`src/rtl/hazard_scoreboard.sv`:
```
// Pipeline hazard controller: load-use stall with configurable latency, branch flush,
// data-memory freeze, EX-stage forwarding selects and a stall performance counter.
module hazard_scoreboard #(
  parameter int REG_AW   = 5,
  parameter int LOAD_LAT = 1,
  parameter int CNT_W    = 32
) (
  input  logic              clk_i,
  input  logic              rst_i,
  input  logic              id_valid_i,
  input  logic [6:0]        id_opcode_i,
  input  logic [REG_AW-1:0] id_rs1_i,
  input  logic [REG_AW-1:0] id_rs2_i,
  input  logic              ex_valid_i,
  input  logic              ex_mem_read_i,
  input  logic [REG_AW-1:0] ex_rd_i,
  input  logic [REG_AW-1:0] ex_rs1_i,
  input  logic [REG_AW-1:0] ex_rs2_i,
  input  logic              mem_reg_write_i,
  input  logic              mem_mem_read_i,
  input  logic [REG_AW-1:0] mem_rd_i,
  input  logic              wb_reg_write_i,
  input  logic [REG_AW-1:0] wb_rd_i,
  input  logic              branch_taken_i,
  input  logic              mem_busy_i,
  output logic              pc_en_o,
  output logic              if_id_en_o,
  output logic              ex_mem_en_o,
  output logic              id_ex_bubble_o,
  output logic              if_id_flush_o,
  output logic [1:0]        fwd_a_o,
  output logic [1:0]        fwd_b_o,
  output logic [CNT_W-1:0]  stall_cycles_o
);

  localparam logic [6:0] OP_LUI    = 7'b0110111;
  localparam logic [6:0] OP_AUIPC  = 7'b0010111;
  localparam logic [6:0] OP_JAL    = 7'b1101111;
  localparam logic [6:0] OP_R      = 7'b0110011;
  localparam logic [6:0] OP_S      = 7'b0100011;
  localparam logic [6:0] OP_B      = 7'b1100011;
  localparam logic [2:0] LAT_M1    = 3'(LOAD_LAT - 1);
  localparam logic [REG_AW-1:0] X0 = '0;

  logic [2:0]       cnt_q, cnt_d;
  logic [CNT_W-1:0] stall_q, stall_d;
  logic             uses_rs1, uses_rs2, detect, lu_stall;
  logic [1:0]       fwd_a_raw, fwd_b_raw;

  always_comb begin
    uses_rs1 = !(id_opcode_i == OP_LUI || id_opcode_i == OP_AUIPC || id_opcode_i == OP_JAL);
    uses_rs2 = (id_opcode_i == OP_R || id_opcode_i == OP_S || id_opcode_i == OP_B);
    detect   = id_valid_i && ex_valid_i && ex_mem_read_i && (ex_rd_i != X0) &&
               ((uses_rs1 && id_rs1_i == ex_rd_i) || (uses_rs2 && id_rs2_i == ex_rd_i));
    lu_stall = detect || (cnt_q != 3'd0);
  end

  // Loads in EX/MEM have no data yet, so they only forward once they reach MEM/WB.
  always_comb begin
    fwd_a_raw = 2'b00;
    fwd_b_raw = 2'b00;
    if (mem_reg_write_i && !mem_mem_read_i && mem_rd_i != X0 && mem_rd_i == ex_rs1_i)
      fwd_a_raw = 2'b10;
    else if (wb_reg_write_i && wb_rd_i != X0 && wb_rd_i == ex_rs1_i)
      fwd_a_raw = 2'b01;
    if (mem_reg_write_i && !mem_mem_read_i && mem_rd_i != X0 && mem_rd_i == ex_rs2_i)
      fwd_b_raw = 2'b10;
    else if (wb_reg_write_i && wb_rd_i != X0 && wb_rd_i == ex_rs2_i)
      fwd_b_raw = 2'b01;
  end

  always_comb begin
    pc_en_o        = 1'b1;
    if_id_en_o     = 1'b1;
    ex_mem_en_o    = 1'b1;
    id_ex_bubble_o = 1'b0;
    if_id_flush_o  = 1'b0;
    fwd_a_o        = fwd_a_raw;
    fwd_b_o        = fwd_b_raw;
    cnt_d          = cnt_q;
    stall_d        = stall_q;
    if (rst_i) begin
      pc_en_o        = 1'b0;
      if_id_en_o     = 1'b0;
      id_ex_bubble_o = 1'b1;
      if_id_flush_o  = 1'b1;
      fwd_a_o        = 2'b00;
      fwd_b_o        = 2'b00;
      cnt_d          = 3'd0;
      stall_d        = '0;
    end else if (mem_busy_i) begin
      pc_en_o     = 1'b0;
      if_id_en_o  = 1'b0;
      ex_mem_en_o = 1'b0;
    end else if (branch_taken_i) begin
      // The stalled instruction is squashed, so any pending stall is dropped.
      id_ex_bubble_o = 1'b1;
      if_id_flush_o  = 1'b1;
      cnt_d          = 3'd0;
    end else if (lu_stall) begin
      pc_en_o        = 1'b0;
      if_id_en_o     = 1'b0;
      id_ex_bubble_o = 1'b1;
      stall_d        = stall_q + 1'b1;
      cnt_d          = (cnt_q == 3'd0) ? LAT_M1 : cnt_q - 3'd1;
    end
  end

  always_ff @(posedge clk_i) begin
    if (rst_i) begin
      cnt_q   <= 3'd0;
      stall_q <= '0;
    end else begin
      cnt_q   <= cnt_d;
      stall_q <= stall_d;
    end
  end

  assign stall_cycles_o = stall_q;

endmodule

```
`config.mk`:
```
export PLATFORM = sky130hd
export DESIGN_NAME = hazard_scoreboard
export DESIGN_NICKNAME = d
export VERILOG_FILES = /design/src/rtl/hazard_scoreboard.sv
export SDC_FILE = /design/constraint.sdc
export NUM_CORES = 1
export LEC_CHECK = 0
export CAP_MARGIN = 20
export CORE_AREA = 2 2 79 81
export CTS_BUF_LIST = sky130_fd_sc_hd__clkbuf_4
export CTS_CLUSTER_DIAMETER = 200
export CTS_CLUSTER_SIZE = 20
export DETAILED_ROUTE_END_ITERATION = 10
export DIE_AREA = 0 0 81 83
export PLACE_DENSITY = 0.77
export SLEW_MARGIN = 20
export SYNTH_ARGS = -nofsm -noshare
export SYNTH_HDL_FRONTEND = slang
export SYNTH_SLANG_ARGS = --single-unit
```
`constraint.sdc`:
```
create_clock -name clk_i -period 2.25 [get_ports clk_i]
set_clock_uncertainty 0.1 [all_clocks]
set_input_delay 0.3375 -clock clk_i [delete_from_list [all_inputs] [get_ports clk_i]]
set_output_delay 0.3375 -clock clk_i [all_outputs]
set_load 0.02 [all_outputs]
```
### Yosys cells after proc, flatten, opt, wreduce, memory -nomap -nowiden

Cells that the tools add are included.

| operators by class | value |
|---|---|
| reductions and logical operators | 29 |
| equality and inequality tests | 12 |
| bitwise operators | 2 |
| add/sub/neg operators | 2 |
| multiplexer cells | 22 |

Operators with widths:

| cell | count |
|---|---|
| $add 32x1->32 const B | 1 |
| $eq 5x5->1 | 6 |
| $eq 7x6->1 const B | 3 |
| $mux 1 | 15 |
| $reduce_bool 5->1 | 3 |
| $eq 7x7->1 const B | 2 |
| $logic_and 1x1->1 | 13 |
| $mux 3 | 3 |
| $mux 2 | 4 |
| $eq 7x5->1 const B | 1 |
| $logic_or 1x1->1 | 6 |
| $logic_not 3->1 | 1 |
| $reduce_and 3->1 | 1 |
| $reduce_bool 3->1 | 1 |
| $sub 3x1->3 const B | 1 |
| $logic_not 1->1 | 2 |
| $not 1->1 | 2 |
| $reduce_and 2->1 | 1 |
| $reduce_bool 2->1 | 1 |

| storage, ports and cells | value |
|---|---|
| logic and storage cells | 69 |
| flip-flop bits (word level) | 35 |
| output and inout port bits | 41 |
| input port bits | 52 |

### Logic depth before layout (Yosys ltp)

Gate-level depths: netlist of run 1.

| depth | value |
|---|---|
| word-level depth | 12 |
| mapped depth | 9 |
| gate-level depth less buffers | 7 |

### Least setup slack after synthesis of run 1

No wires, ideal clock.

| timing | value |
|---|---|
| kind | input -> output |
| start point | in ex_rd_i[1] |
| end point | out pc_en_o |
| path buffers | 2 |
| stages on the path | 8 |
| data required time | 1.812 ns |
| path slack | -0.583 ns |
| arrival time | 2.395 ns |
| path through | or4_1 -> o2111ai_1 -> nand2_1 -> o21ai_1 -> buf_2 -> nor2_1 -> nor3_1 -> buf_4 |

| between the ends | value |
|---|---|
| word-level cells in the longest chain between the ends | 9 |
| elaborated cells between the ends (all ways) | 13 |
| classes of those cells | eq/ne: 2; mux: 4; reduce/logical: 7 |

Ends and longest elaborated chain:

| what | line | RTL |
|---|---|---|
| from (decl) | 16 | `input logic [REG_AW-1:0] ex_rd_i,` |
| $eq 5x5->1 | 54 | `((uses_rs1 && id_rs1_i == ex_rd_i) \|\| (uses_rs2 && id_rs2_i == ex_rd_i));` |
| $logic_and 1x1->1 | 54 |  |
| $logic_or 1x1->1 | 54 |  |
| $logic_and 1x1->1 * | 53 | `detect = id_valid_i && ex_valid_i && ex_mem_read_i && (ex_rd_i != X0) &&` |
| $logic_or 1x1->1 * | 55 | `lu_stall = detect \|\| (cnt_q != 3'd0);` |
| $mux 1 * (4 in a row) | - |  |
| to (decl) | 26 | `output logic pc_en_o,` |

Mark *: on every way between the ends. The rest lies on a longest branch, timed or not.

### Final worst setup path of run 1

| timing | value |
|---|---|
| start point | reg cnt_q[1] |
| end point | out pc_en_o |

| between the ends | value |
|---|---|
| word-level cells in the longest chain between the ends | 6 |

Ends and longest elaborated chain:

| what | line | RTL |
|---|---|---|
| from (decl) | 45 | `logic [2:0] cnt_q, cnt_d;` |
| from (signal assigned) | 114 | `cnt_q <= cnt_d;` |
| $reduce_bool 3->1 | 55 |  |
| $logic_or 1x1->1 | 55 |  |
| $mux 1 | 100 | `end else if (lu_stall) begin` |
| $mux 1 | 95 | `end else if (branch_taken_i) begin` |
| $mux 1 | 91 | `end else if (mem_busy_i) begin` |
| $mux 1 | 82 | `if (rst_i) begin` |

No other way between the ends.

==> key figures, run 1 <==
Status
  • Status: finished with violations
  • Failing checks: negative setup slack

Detailed routing
  • Initial drt markers: 100
  • Drt pass-1 iters: 4
  • M1 WL: 2.91 mm
  • # DRC: 0
  • DR WL met2: 3.80 mm
  • Routed via count: 2710
  • Met3 Wirelength: 516 um
  • Via density: 5.31
  • Final wirelength: 7.37 mm
  • Max Used Layer: met4
  • Drt wl/cell: 14.5 um
  • Final ANT Viol Nets: 0

Setup path
  • WP data arrival: 1820 ps
  • Critical R2R Capture: stall_cycles_o[7]
  • CP Capture Type: output port
  • CP bufs+invs: 3
  • Worst r2r path cells: 12
  • Reg2Reg Setup Slack: 100 ps
  • RR Startpoint: cnt_q[1]
  • CP Depth: 9
  • Crit path max-delay cell type: dfxtp_1
  • CP peak stage delay: 320 ps
  • Worst-path maximum fanout: 4
  • Critical path launch point type: flip-flop
  • Crit path kind: reg -> out
  • Worst Setup SP: cnt_q[1]
  • Req. time, crit path: 1810 ps
  • Sequence of cells on the critical path: or2_4 > inv_2 > ha_4 > buf_4 > nand2_2 > o21ai_4 > nor2_4 > nor3_4 > buf_6
  • CP delay by family, top: simple AND/OR/NAND/NOR gates
  • Critical Path End: pc_en_o

Cells and area
  • Area grow syn2layout: 78.0%
  • Layout Nets: 489
  • Commonest non-fill, non-tap cell in the layout: buf_4
  • Ant diodes: 0
  • Layout Utilization: 70.0%
  • Number of fill cells: 474
  • Share of layout cells above drive strength 1: 32.9%
  • Commonest non-fill, non-tap cells in the layout: buf_4 (65), clkdlybuf4s50_1 (45), dfxtp_1 (34)

Floorplan
  • Initial cell density of the core: 39.3%
  • Die area: 0.00672 sq mm
  • # IOs: 93
  • Die Span Y: 83 um
  • Core area: 0.00582 sq mm
  • Die W: 81 um
  • Site row count: 28

Synthesis
  • Cells after Synth: 279
  • Cell variety after synth: 47
  • Cell Area, Synth: 0.00229 sq mm
  • Post-synth top area share: 30.6%
  • Seq/Total Area, Yosys: 30.6%
  • Cell taking the most area after synthesis: dfxtp_1
  • EDFF count, synth: 0
  • Synth warn: 0
  • Seq cells post-synth: 35
  • Async SR Flop Fraction: 0%
  • Top post-synthesis cells by area: dfxtp_1 (31%), xor2_1 (7.3%), xnor2_1 (5.7%)
  • Top FF cell, synth: dfxtp_1
  • Synthesized Nets: 334
  • Synthesized area per cell: 8.20 sq um

Placement
  • Pre-CTS WS: -862 ps
  • Detail Placement HPWL: 5.32 mm
  • Gp weighted congestion: 0.798
  • Port-buffer cells: 92

Clock tree
  • Total CTS buffers: 5
  • Cts hold-fix bufs: 0
  • Longest Clk Path Bufs: 2
  • CTS tree: built
  • Worst-Skew Late Latency: 350 ps
  • Clock-pin slew on the worst setup and hold paths: 110 ps
  • Root Driver: clkbuf_4
  • H-Tree Depth: 2
  • Clk sink count: 35

STA
  • Final setup violation count: 3
  • Final count of hold timing violations: 0
  • Tcrit/Tclk final: 100%
  • RSZ-0062 raised after global routing: yes
  • Slew margin rel.: 72.0%
  • Min cycle time layout: 2260 ps
  • Final WS setup: -6.35 ps
  • Worst hold margin: 399 ps
  • Fmax: 443 MHz
  • Worst Tran Pin Value: 420 ps
  • Final Max Tran Viols: 0

GRT
  • First-pass GRT wire length: 11.2 mm
  • Global-route usage over all layers: 20.9%
  • Initial antenna violation count: 0
  • Number of global-route vias before repair: 2547
  • Largest net degree at the start of global routing: 37
  • Gr ovfl total: 0

Min path
  • Worst hold path class: reg -> reg
  • Hold_sp: stall_cycles_o[31]

Power and ir drop
  • Leak: 0.00156 uW
  • Max IR drop VDD: 214 uV
  • Pwr dens: 369 mW/mm^2

Flow run
  • Max_cap viols: 0
-- cells by family (layout without fill, tap and decap cells) --
family	Yosys count	in the layout	synth area share (%)
compound gates	71	72	21.2
xor+xnor	34	34	13.0
fa+ha+maj	3	3	1.64
buf+inv	26	181	4.98
flops	35	35	30.6
mux	1	1	0.438
simple gates	109	109	28.1
-- state kept, by name (all words and copies together), names as in the netlist --
signal          count
stall_cycles_o     32
cnt_q               3
-- final cells by class --
cell class	count	area [sq um]	share of cell area, %
clock inverters	2	60.1	1.48
flip-flops and latches	35	702	17.2
clock buffers	6	45.0	1.11
repair buffers	160	1380	33.9
inverters	13	48.8	1.20
multi-input cells	219	1740	42.8
well taps	75	93.8	2.31
-- worst register-to-register path: cells and delay by family, from the launching register on --
family	cells	cell delay [ps]
adders and majority gates	1	160
and+or+nand+nor	3	520
buffers and inverters	6	730
DFF	1	350
AOI/OAI and AO/OA	2	260
-- synthesized netlist by cell type, types with 3 or more instances --
master / n
a31oi_1: 3
nand3_1: 9
nand4_1: 9
o21a_1: 3
o21ai_0: 13
xnor2_1: 15
nand2_1: 21
and3_1: 4
or4_1: 14
o41ai_1: 4
clkbuf_1: 7
nor4_1: 6
a21oi_1: 23
o211ai_1: 3
xor2_1: 19
or3_1: 13
inv_1: 12
ha_1: 3
o2111ai_1: 3
buf_2: 4
nor3_1: 4
or2_2: 5
nor2_1: 11
dfxtp_1: 35
o31ai_1: 9
nand3b_1: 3
-- what timing repair did --
action,4_1_cts,5_1_grt
resized for setup,131,28
setup buffers,1,4
endpoints found under the hold margin,0,0
cloned,0,1
pin swaps,32,16
setup endpoints to repair,32,25
-- layer usage --
metal  track usage, %  vias to the layer above
li1                 -                     1351
met1             22.8                     1260
met2             38.1                       86
met3             5.43                       13
met4             7.09                        0
met5                0                        -
-- power breakdown --
part / internal, uW / switching (uW)
Sequential: 619 / 0.0454
Combinational: 162 / 137
Clock: 359 / 223
Total: 1140 / 360
-- worst min path at each step --
stage / to / slack, ps / cells after the start
after floorplan: cnt_q[1] / 370 / 2
after global placement: stall_cycles_o[31] / 370 / 2
after detailed placement: stall_cycles_o[19] / 390 / 2
after CTS: stall_cycles_o[31] / 410 / 2
after global routing: stall_cycles_o[19] / 430 / 2
final: stall_cycles_o[31] / 400 / 2
-- through the flow --
step	setup TNS, ps	total power, uW	instance area (sq um)	std cells
final	-13.4	1500	4070	510
after global routing	-277	1550	4070	510
after CTS	-113	1500	3980	505
after detailed placement	-22070	915	3780	496
after global placement	-21440	909	3780	496
after floorplan	-119	729	2350	279
Note: power is estimated with default switching activity, not from simulation.
==> run 2, diff against run 1 <==
--- a/config.mk
+++ b/config.mk
@@ -12,6 +12,7 @@
 export CTS_CLUSTER_SIZE = 20
 export DETAILED_ROUTE_END_ITERATION = 10
 export DIE_AREA = 0 0 81 83
+export GPL_ROUTABILITY_DRIVEN = 0
 export PLACE_DENSITY = 0.77
 export SLEW_MARGIN = 20
 export SYNTH_ARGS = -nofsm -noshare
==> constraint.sdc (replaced) <==
create_clock -name clk_i -period 1.85 [get_ports clk_i]
set_clock_uncertainty 0.1 [all_clocks]
set_input_delay 0.2775 -clock clk_i [delete_from_list [all_inputs] [get_ports clk_i]]
set_output_delay 0.2775 -clock clk_i [all_outputs]
set_load 0.02 [all_outputs]
==> run 2 against run 1 <==
Compared with the run above: the run still ends with negative setup slack left; final cell count increased by 9.6%; flip-flop and latch count unchanged; routed wire length increased by 62%; first-iteration DRC count grew to 4.3 times the previous value; hold slack improved by 11 ps; final area up 19%; die area did not move; count of clock-buffer cells in the layout stayed put; critical path depth unchanged; via count rose by 25%; core utilization rose by 13 points; largest power group unchanged; largest cell class unchanged.
==> key figures, run 2 (synthesis results as in run 1) <==
Clock tree
  • Cts hold-fix bufs: 0
  • CTS tree: built
  • Longest Clk Path Bufs: 2
  • H-Tree Depth: 2
  • Root Driver: clkbuf_4
  • Clk sink count: 35
  • Clock-pin slew on the worst setup and hold paths: 140 ps
  • Total CTS buffers: 5
  • Worst-Skew Late Latency: 350 ps

GRT
  • Largest net degree at the start of global routing: 37
  • Gr ovfl total: 0
  • Global-route usage over all layers: 29.0%
  • First-pass GRT wire length: 15.3 mm
  • Initial antenna violation count: 0
  • Number of global-route vias before repair: 3269

Floorplan
  • Site row count: 28
  • # IOs: 93
  • Die Span Y: 83 um
  • Die W: 81 um
  • Core area: 0.00582 sq mm
  • Die area: 0.00672 sq mm
  • Initial cell density of the core: 39.3%

STA
  • Fmax: 421 MHz
  • Final count of hold timing violations: 0
  • Worst hold margin: 410 ps
  • Tcrit/Tclk final: 128%
  • Final Max Tran Viols: 0
  • Worst Tran Pin Value: 477 ps
  • RSZ-0062 raised after global routing: yes
  • Final setup violation count: 43
  • Min cycle time layout: 2370 ps
  • Final WS setup: -524 ps
  • Slew margin rel.: 68.2%

Cells and area
  • Max FFs per register: 32
  • Area grow syn2layout: 112%
  • Commonest non-fill, non-tap cells in the layout: buf_4 (90), buf_6 (34), clkdlybuf4s50_1 (25)
  • Design area: 0.00485 sq mm
  • Layout Nets: 538
  • Commonest non-fill, non-tap cell in the layout: buf_4
  • Share of layout cells above drive strength 1: 49.4%
  • Layout Utilization: 83.4%
  • Ant diodes: 0

Detailed routing
  • Initial drt markers: 432
  • # DRC: 0
  • Final wirelength: 12.0 mm
  • Routed via count: 3386
  • Drt wl/cell: 21.4 um
  • Via density: 6.06
  • Final ANT Viol Nets: 0
  • Drt pass-1 iters: 5

Setup path
  • RR Startpoint: stall_cycles_o[9]
  • Critical R2R Capture: stall_cycles_o[27]
  • Critical path launch point type: flip-flop
  • WP data arrival: 2520 ps
  • Reg2Reg Setup Slack: -520 ps
  • Worst-path maximum fanout: 6
  • Worst Setup SP: stall_cycles_o[9]
  • Worst r2r path cells: 9
  • Req. time, crit path: 2000 ps
  • Crit path kind: reg -> reg
  • Critical Path End: stall_cycles_o[27]
  • CP Capture Type: flip-flop

Status
  • Status: finished with violations
  • Failing checks: negative setup slack

Power and ir drop
  • Max IR drop VDD: 410 uV
  • Total chip power: 1880 uW
  • Leak: 0.00214 uW
  • Pwr dens: 387 mW/mm^2

Min path
  • Hold_sp: stall_cycles_o[31]
  • Worst hold path class: reg -> reg

Flow run
  • Max_cap viols: 0

Placement
  • Port-buffer cells: 92
  • Detail Placement HPWL: 5.79 mm
  • Post-placement cell area: 0.00406 sq mm
-- run 2: cell type report --
cell class	instances	area [sq um]
multi-input combinational	219	1950
timing repair buffer	209	1920
fill	301	963
sequential	35	732
tap	75	93.8
clock inverter	2	60.1
inverter	13	48.8
clock buffer	6	45.0
-- run 2: what timing repair did --
item	4_1_cts	5_1_grt
pin swaps	63	26
gates cloned	2	1
setup endpoints to repair	45	50
resized for setup	213	49
setup buffers	22	10
-- run 2: stage by stage --
step,worst slack [ps],TNS [ps],std cells
6_report,-524,-10700,559
2_1_floorplan,-399,-2300,279
3_3_place_gp,-1030,-33180,519
5_1_grt,-580,-14680,559
3_5_place_dp,-1070,-34970,519
4_1_cts,-324,-5990,549
-- run 2: layer usage --
layer / part of all wire [%] / routed length (um) / vias to the layer above / track usage [%]
met3: 9.6 / 1160 / 72 / 6.52
met1: 34 / 4100 / 1586 / 30.1
met4: 6.5 / 777 / 0 / 13.3
li1: - / - / 1454 / -
met2: 50 / 5950 / 274 / 53.7
met5: 0 / 0 / - / 0
-- run 2: worst min path at each step --
stage                     cells past startpoint  slack [ps]                 end
final                                         2         410  stall_cycles_o[31]
after detailed placement                      2         370  stall_cycles_o[31]
after CTS                                     2         390  stall_cycles_o[31]
after global routing                          2         410  stall_cycles_o[31]
after global placement                        2         370  stall_cycles_o[31]
after floorplan                               2         370            cnt_q[1]
-- run 2: power by group --
group          switching [uW]  internal [uW]  total (uW)  leakage (uW)
clock                     301            437         737     0.0000559
sequential             0.0477            749         749      0.000292
combinational             184            206         390       0.00179
total                     485           1390        1880       0.00214
-- run 2: worst max-delay path, stage by stage, from the launching register on --
cell     delay [ps]
dfxtp_2         350
nand4_1         160
buf_4           190
nor4_4          350
nand3_2         220
buf_6           190
buf_6           120
buf_4           130
o31ai_1         320
a21oi_1         130
